===== src/rtl/apu_frame_counter.sv =====
// apu_frame_counter: APU frame sequencer and $4017 decode; the frame IRQ flag exists only when APU_FRAME_IRQ_EN is defined
module apu_frame_counter #(
  parameter int Q1 = 7457,
  parameter int Q2 = 14913,
  parameter int Q3 = 22371,
  parameter int Q4 = 29829,
  parameter int Q5 = 37281,
  parameter int CNT_W = 16
) (
  input  logic       clk,
  input  logic       rst,
  input  logic       cpu_ce,
  input  logic [4:0] apu_addr,
  input  logic [7:0] data_in,
  input  logic       apu_wr,
  input  logic       status_rd,
  output logic       apu_cycle,
  output logic       qtrframe,
  output logic       halfframe,
  output logic       frame_irq,
  output logic       mode5
);
  localparam logic [CNT_W-1:0] C1 = CNT_W'(Q1);
  localparam logic [CNT_W-1:0] C2 = CNT_W'(Q2);
  localparam logic [CNT_W-1:0] C3 = CNT_W'(Q3);
  localparam logic [CNT_W-1:0] C4M = CNT_W'(Q4 - 1);
  localparam logic [CNT_W-1:0] C4 = CNT_W'(Q4);
  localparam logic [CNT_W-1:0] C4P = CNT_W'(Q4 + 1);
  localparam logic [CNT_W-1:0] C5 = CNT_W'(Q5);
  localparam logic [CNT_W-1:0] C5P = CNT_W'(Q5 + 1);
  logic [CNT_W-1:0] cnt, cnt_nxt;
  logic [2:0] pend;
  logic phase, inhibit, wr17, fire, match_q, match_h, wrap, set_irq;
  // a write landing on the expiry edge restarts the delay instead of firing
  always_comb begin
    wr17 = cpu_ce & apu_wr & (apu_addr == 5'h17);
    fire = cpu_ce & (pend == 3'd1) & ~wr17;
    match_q = (cnt == C1) | (cnt == C2) | (cnt == C3) | (cnt == (mode5 ? C5 : C4));
    match_h = (cnt == C2) | (cnt == (mode5 ? C5 : C4));
    wrap = cnt == (mode5 ? C5P : C4P);
    set_irq = cpu_ce & ~mode5 & ~inhibit & ((cnt == C4M) | (cnt == C4) | (cnt == C4P));
    cnt_nxt = fire ? '0 : wrap ? CNT_W'(1) : cnt + CNT_W'(1);
  end
  always_ff @(posedge clk) begin
    if (rst) begin
      cnt <= '0;
      pend <= 3'd0;
      phase <= 1'b0;
      inhibit <= 1'b0;
      mode5 <= 1'b0;
      apu_cycle <= 1'b0;
      qtrframe <= 1'b0;
      halfframe <= 1'b0;
    end else begin
      apu_cycle <= cpu_ce & phase;
      qtrframe <= cpu_ce & (match_q | (fire & mode5));
      halfframe <= cpu_ce & (match_h | (fire & mode5));
      if (cpu_ce) begin
        phase <= ~phase;
        cnt <= cnt_nxt;
        pend <= wr17 ? (phase ? 3'd4 : 3'd3) : (pend != 3'd0) ? pend - 3'd1 : pend;
      end
      if (wr17) begin
        mode5 <= data_in[7];
        inhibit <= data_in[6];
      end
    end
  end
`ifdef APU_FRAME_IRQ_EN
  always_ff @(posedge clk) begin
    if (rst) frame_irq <= 1'b0;
    else frame_irq <= set_irq | (frame_irq & ~(status_rd | (wr17 & data_in[6])));
  end
`else
  logic unused_irq;
  assign unused_irq = ^{status_rd, set_irq};
  assign frame_irq = 1'b0;
`endif
endmodule


===== config.mk =====
export PLATFORM = sky130hd
export DESIGN_NAME = apu_frame_counter
export DESIGN_NICKNAME = d
export VERILOG_FILES = /design/src/rtl/apu_frame_counter.sv
export SDC_FILE = /design/constraint.sdc
export NUM_CORES = 1
export LEC_CHECK = 0
export BUFFER_PORTS_ARGS = -buffer_cell sky130_fd_sc_hd__buf_2
export CORE_MARGIN = 8
export CORE_UTILIZATION = 30
export CTS_CLUSTER_SIZE = 10
export DETAILED_ROUTE_END_ITERATION = 16
export PLACE_DENSITY = 0.57
export SLEW_MARGIN = 20
export SYNTH_ARGS = -nofsm -noshare
export SYNTH_HDL_FRONTEND = slang
export SYNTH_SLANG_ARGS = --single-unit

===== constraint.sdc =====
create_clock -name clk -period 3.2 [get_ports clk]
set_input_delay 0.64 -clock clk [delete_from_list [all_inputs] [get_ports clk]]
set_output_delay 0.64 -clock clk [all_outputs]
set_load 0.05 [all_outputs]

After elaboration in Yosys (flattened, before gate mapping)
Index checks and enable logic that the tools add are counted.
Word-level totals
  register bits: 24
  bits of input ports: 18
  output and inout port bits: 5
  logic and storage cells: 42
Cells by class
  add/sub/neg operators: 2
  equal/unequal tests: 7
  multiplexer cells: 7
  bitwise gates (word level): 16
  reductions and logical operators: 3
Operators by type and width (count)
  $mux 16: 4
  $eq 16x16->1: 2
  $add 16x1->16 const B: 1
  $eq 16x13->1 const B: 1
  $eq 16x14->1 const B: 1
  $eq 16x15->1 const B: 1
  $mux 3: 3
  $and 1x1->1: 8
  $or 1x1->1: 6
  $eq 5x5->1 const B: 1
  $eq 3x1->1 const B: 1
  $reduce_bool 3->1: 1
  $sub 3x1->3 const B: 1
  $not 1->1: 2
  $reduce_and 2->1: 1
  $reduce_bool 2->1: 1

Depth between registers and ports, before layout
  depth in word-level cells: 7
  depth in mapped cells: 7
  gate-level depth less buffers: 7

Least setup slack after synthesis
OpenSTA, ideal clock, no wires.
  path kind: register -> register
  start point: register mode5
  end point: register cnt[10]
  library setup time: 132 ps
  data arrival time: 1772 ps
  required time: 3068 ps
  slack: 1296 ps
  stages on the path, launching flop included: 6
  path buffers: 0
  period minus slack after synthesis: 1904 ps
  path through: dfxtp_1 nor4bb_1 a31o_2 nand4_4 a21boi_2 nor3_1
Between the ends
  longest elaborated chain between the ends: 4
RTL lines
  start: declaration: line 21  | output logic mode5
  start signal: assignment: line 64  | mode5 <= data_in[7];
  $mux 16: line 40  | wrap = cnt == (mode5 ? C5P : C4P);
  $eq 16x16->1: line 40
  $mux 16 (2 in series): line 42  | cnt_nxt = fire ? '0 : wrap ? CNT_W'(1) : cnt + CNT_W'(1);
  end signal: assignment: line 60  | cnt <= cnt_nxt;
  end: declaration: line 31  | logic [CNT_W-1:0] cnt, cnt_nxt;
No other way between the ends.
A chain may end at the register's enable or synchronous reset.

Worst setup path in the final report
  start point: register cnt[7]
  end point: register cnt[11]
Between the ends
  longest elaborated chain between the ends: 3
  elaborated cells between the ends (all ways): 4
  those cells by class: add/sub: 1; eq/ne: 1; mux: 2
RTL lines (line)
  $add 16x1->16 or $eq 16x16->1 (tied branches): 42, 40
  $mux 16 (*) (2 in series): 42
Every way passes the cells marked *; elsewhere a longest branch is shown, timed or not.

==> run summary <==
Status -> complete, no violations
Diodes inserted -> 0
Ranking of synthesized cells by area -> dfxtp_1 (31%), ha_1 (4.9%), nand4_1 (4.5%)
Worst min path class -> reg -> reg
Port bufs -> 13
Worst Max-Slew Pin Slew -> 0.510 ns
Setup repair after global routing missed its margin -> no
Chip width -> 87.8 um
Share of total power in sequential cells -> 42.6%
DIE HEIGHT -> 87.8 um
CTS H-tree depth -> 1
Tcrit/Tclk final -> 59.6%
Combinational Power Share -> 23.9%
Number of synthesized flops with an enable pin -> 0
Post-route setup TNS -> 0 ns
I/O pin count -> 23
Syn nets -> 203
Fin area -> 1670 um^2
DRT Wirelength -> 3.42 mm
R2R Path Start -> cnt[7]
Num CTS Buffers -> 3
Final nets -> 211
Primary FF master, synth -> dfxtp_1
Core Region -> 5040 um^2
First-pass GRT wire length -> 6.09 mm
Largest net degree at the start of global routing -> 23
Post-synthesis sequential area ratio -> 31.1%
Slowest cell on crit path -> dfxtp_1
Vias in the first global route -> 1,323
Tmin final -> 1.91 ns
Vias -> 1,318
Yosys top cell area share -> 31.1%
Crit path kind -> reg -> reg
FF+latch count, synth -> 24
Root buf cell -> clkbuf_8
Hold_buf cts -> 0
Routability cong. -> 0.822
Die Footprint -> 7700 um^2
Avg Vias per Cell -> 5.15
Area growth syn-to-layout -> 8.34%
Worst-path clk slew -> 0.09 ns
Worst clock skew -> 0.00866 ns
Final ANT Viol Nets -> 0
Number of core rows -> 26
Detail Placement HPWL -> 2.47 mm
Clock Sinks -> 24
Largest stage delay, worst path -> 0.52 ns
Hold path depth -> 2
CP arrival -> 2.05 ns
Clk_lat worst skew -> 0.27 ns
Max-slew headroom -> 65.8%
Final setup fails -> 0
Worst setup SP type -> flop
Max_cap viols -> 0
Wire length per cell -> 13.3 um
P_int -> 0.000566 W
CTS tree -> built
Count leader, synth -> dfxtp_1
GRT overflow -> 0
Initial DRC Count -> 94
CP required -> 3.35 ns
Share of post-route cells with drive strength above 1 -> 12.9%
Post-CTS Setup Bufs -> 0
Switching share of power -> 29.3%
Max frequency -> 525 MHz
Clock network fraction of total power -> 33.5%
Mapped Avg Cell Area -> 8.63 um^2
Total power per unit cell area -> 478 nW/um^2
Crit-path cells -> nor4b_2 -> nand4_4 -> a21boi_2 -> nor3_1
Number of remaining DRC errors -> 0
CP max FO -> 10
Maximum vdd drop -> 0.000175 V
Post-synthesis cell count -> 179
Max Root-Sink Buffers -> 2
FF-to-FF path depth -> 4
List of most frequent post-synthesis cells -> dfxtp_1 (24), nand2_1 (14), nor2_1 (14)
Ys async rst share -> 0%
Critical path launch point -> cnt[7]
Synth unique cells -> 51
Final hold violations -> 0
Area after DPL -> 1600 um^2
Final core utilization -> 33.2%
Synthesized area -> 1550 um^2
CP endpoint kind -> flop
PostCTS Resize Cnt -> 0
Switching power total -> 0.000234 W
First-pass DRT Iterations -> 4
Synth warn -> 0
GRT Overall Usage -> 9.83%
Post-synth top area cell -> dfxtp_1
Slew Limit Fails -> 0
Initial antenna violation count -> 0
Initial core utilization -> 30.6%
Worst Min Path Start -> pend[1]
Pleak -> 0.615 nW
## cell families after synthesis
family | Yosys count | synth area share, %
and+or+nand+nor | 94 | 37.9
adders and majority gates | 6 | 4.86
buffers and inverters | 17 | 7.85
other | 1 | 0.243
muxes | 2 | 1.30
DFF | 24 | 31.1
AOI/OAI and AO/OA | 24 | 10.5
xor gates and xnor gates | 11 | 6.23
## metrics by stage
stage          worst slack (ns)  cells  hold slack (ns)  total power [W]
2_1_floorplan              1.30    179            0.459         0.000494
3_3_place_gp               1.19    252            0.481         0.000534
3_5_place_dp               1.21    252            0.498         0.000539
4_1_cts                    1.29    256            0.508         0.000812
5_1_grt                    1.11    256            0.539         0.000864
6_report                   1.29    256            0.507         0.000800
## cells in the final DEF (no fill, tap or decap), drive strengths merged, types with 4 or more instances in the layout
cell type	instances
xor2	5
ha	6
a21oi	7
nand4	13
dfxtp	24
nand3	6
buf	13
or3	4
inv	7
nor2	14
xnor2	6
nand2	14
nand2b	4
nor3	13
## per-layer routing
| metal | track usage [%] | up-vias | wire, um |
|---|---|---|---|
| met5 | 0 | - | 0 |
| met4 | 4.53 | 0 | 57 |
| met3 | 2.53 | 4 | 102 |
| met2 | 16.1 | 15 | 1550 |
| met1 | 11.7 | 636 | 1710 |
| li1 | - | 663 | - |
## power groups by stage
stage	Clock [W]	Sequential, W	Combinational (W)
2_1_floorplan	0	0.000344	0.000150
3_5_place_dp	0	0.000348	0.000191
5_1_grt	0.000294	0.000346	0.000223
6_report	0.000268	0.000341	0.000191
4_1_cts	0.000279	0.000341	0.000192
3_3_place_gp	0	0.000348	0.000186
## sequential cells by signal (all words and copies together), names as in the netlist
signal	cells
halfframe	1
cnt	16
apu_cycle	1
pend	3
phase	1
qtrframe	1
mode5	1
## worst max-delay path, delay by kind of cell, from the launching register on
| kind | cells | cell delay (ns) |
|---|---|---|
| DFF | 1 | 0.52 |
| and+or+nand+nor | 3 | 0.79 |
| AOI/OAI and AO/OA | 1 | 0.48 |
## area by class of cell
cell class                 instances  area (um^2)
clock buffer                       3         41.3
multi-input combinational        138          943
clock inverter                     1         30.0
inverter                           7         26.3
sequential                        24          480
tap                               70         87.6
timing repair buffer              13         65.1
fill                             533         3370
## final timing paths
kind | endpoint | slack, ns
max reg2reg | cnt[11] | 1.29
min reg2reg | pend[1] | 0.51
min | pend[1] | 0.51
max | cnt[11] | 1.29
(Power assumes the default switching activity.)
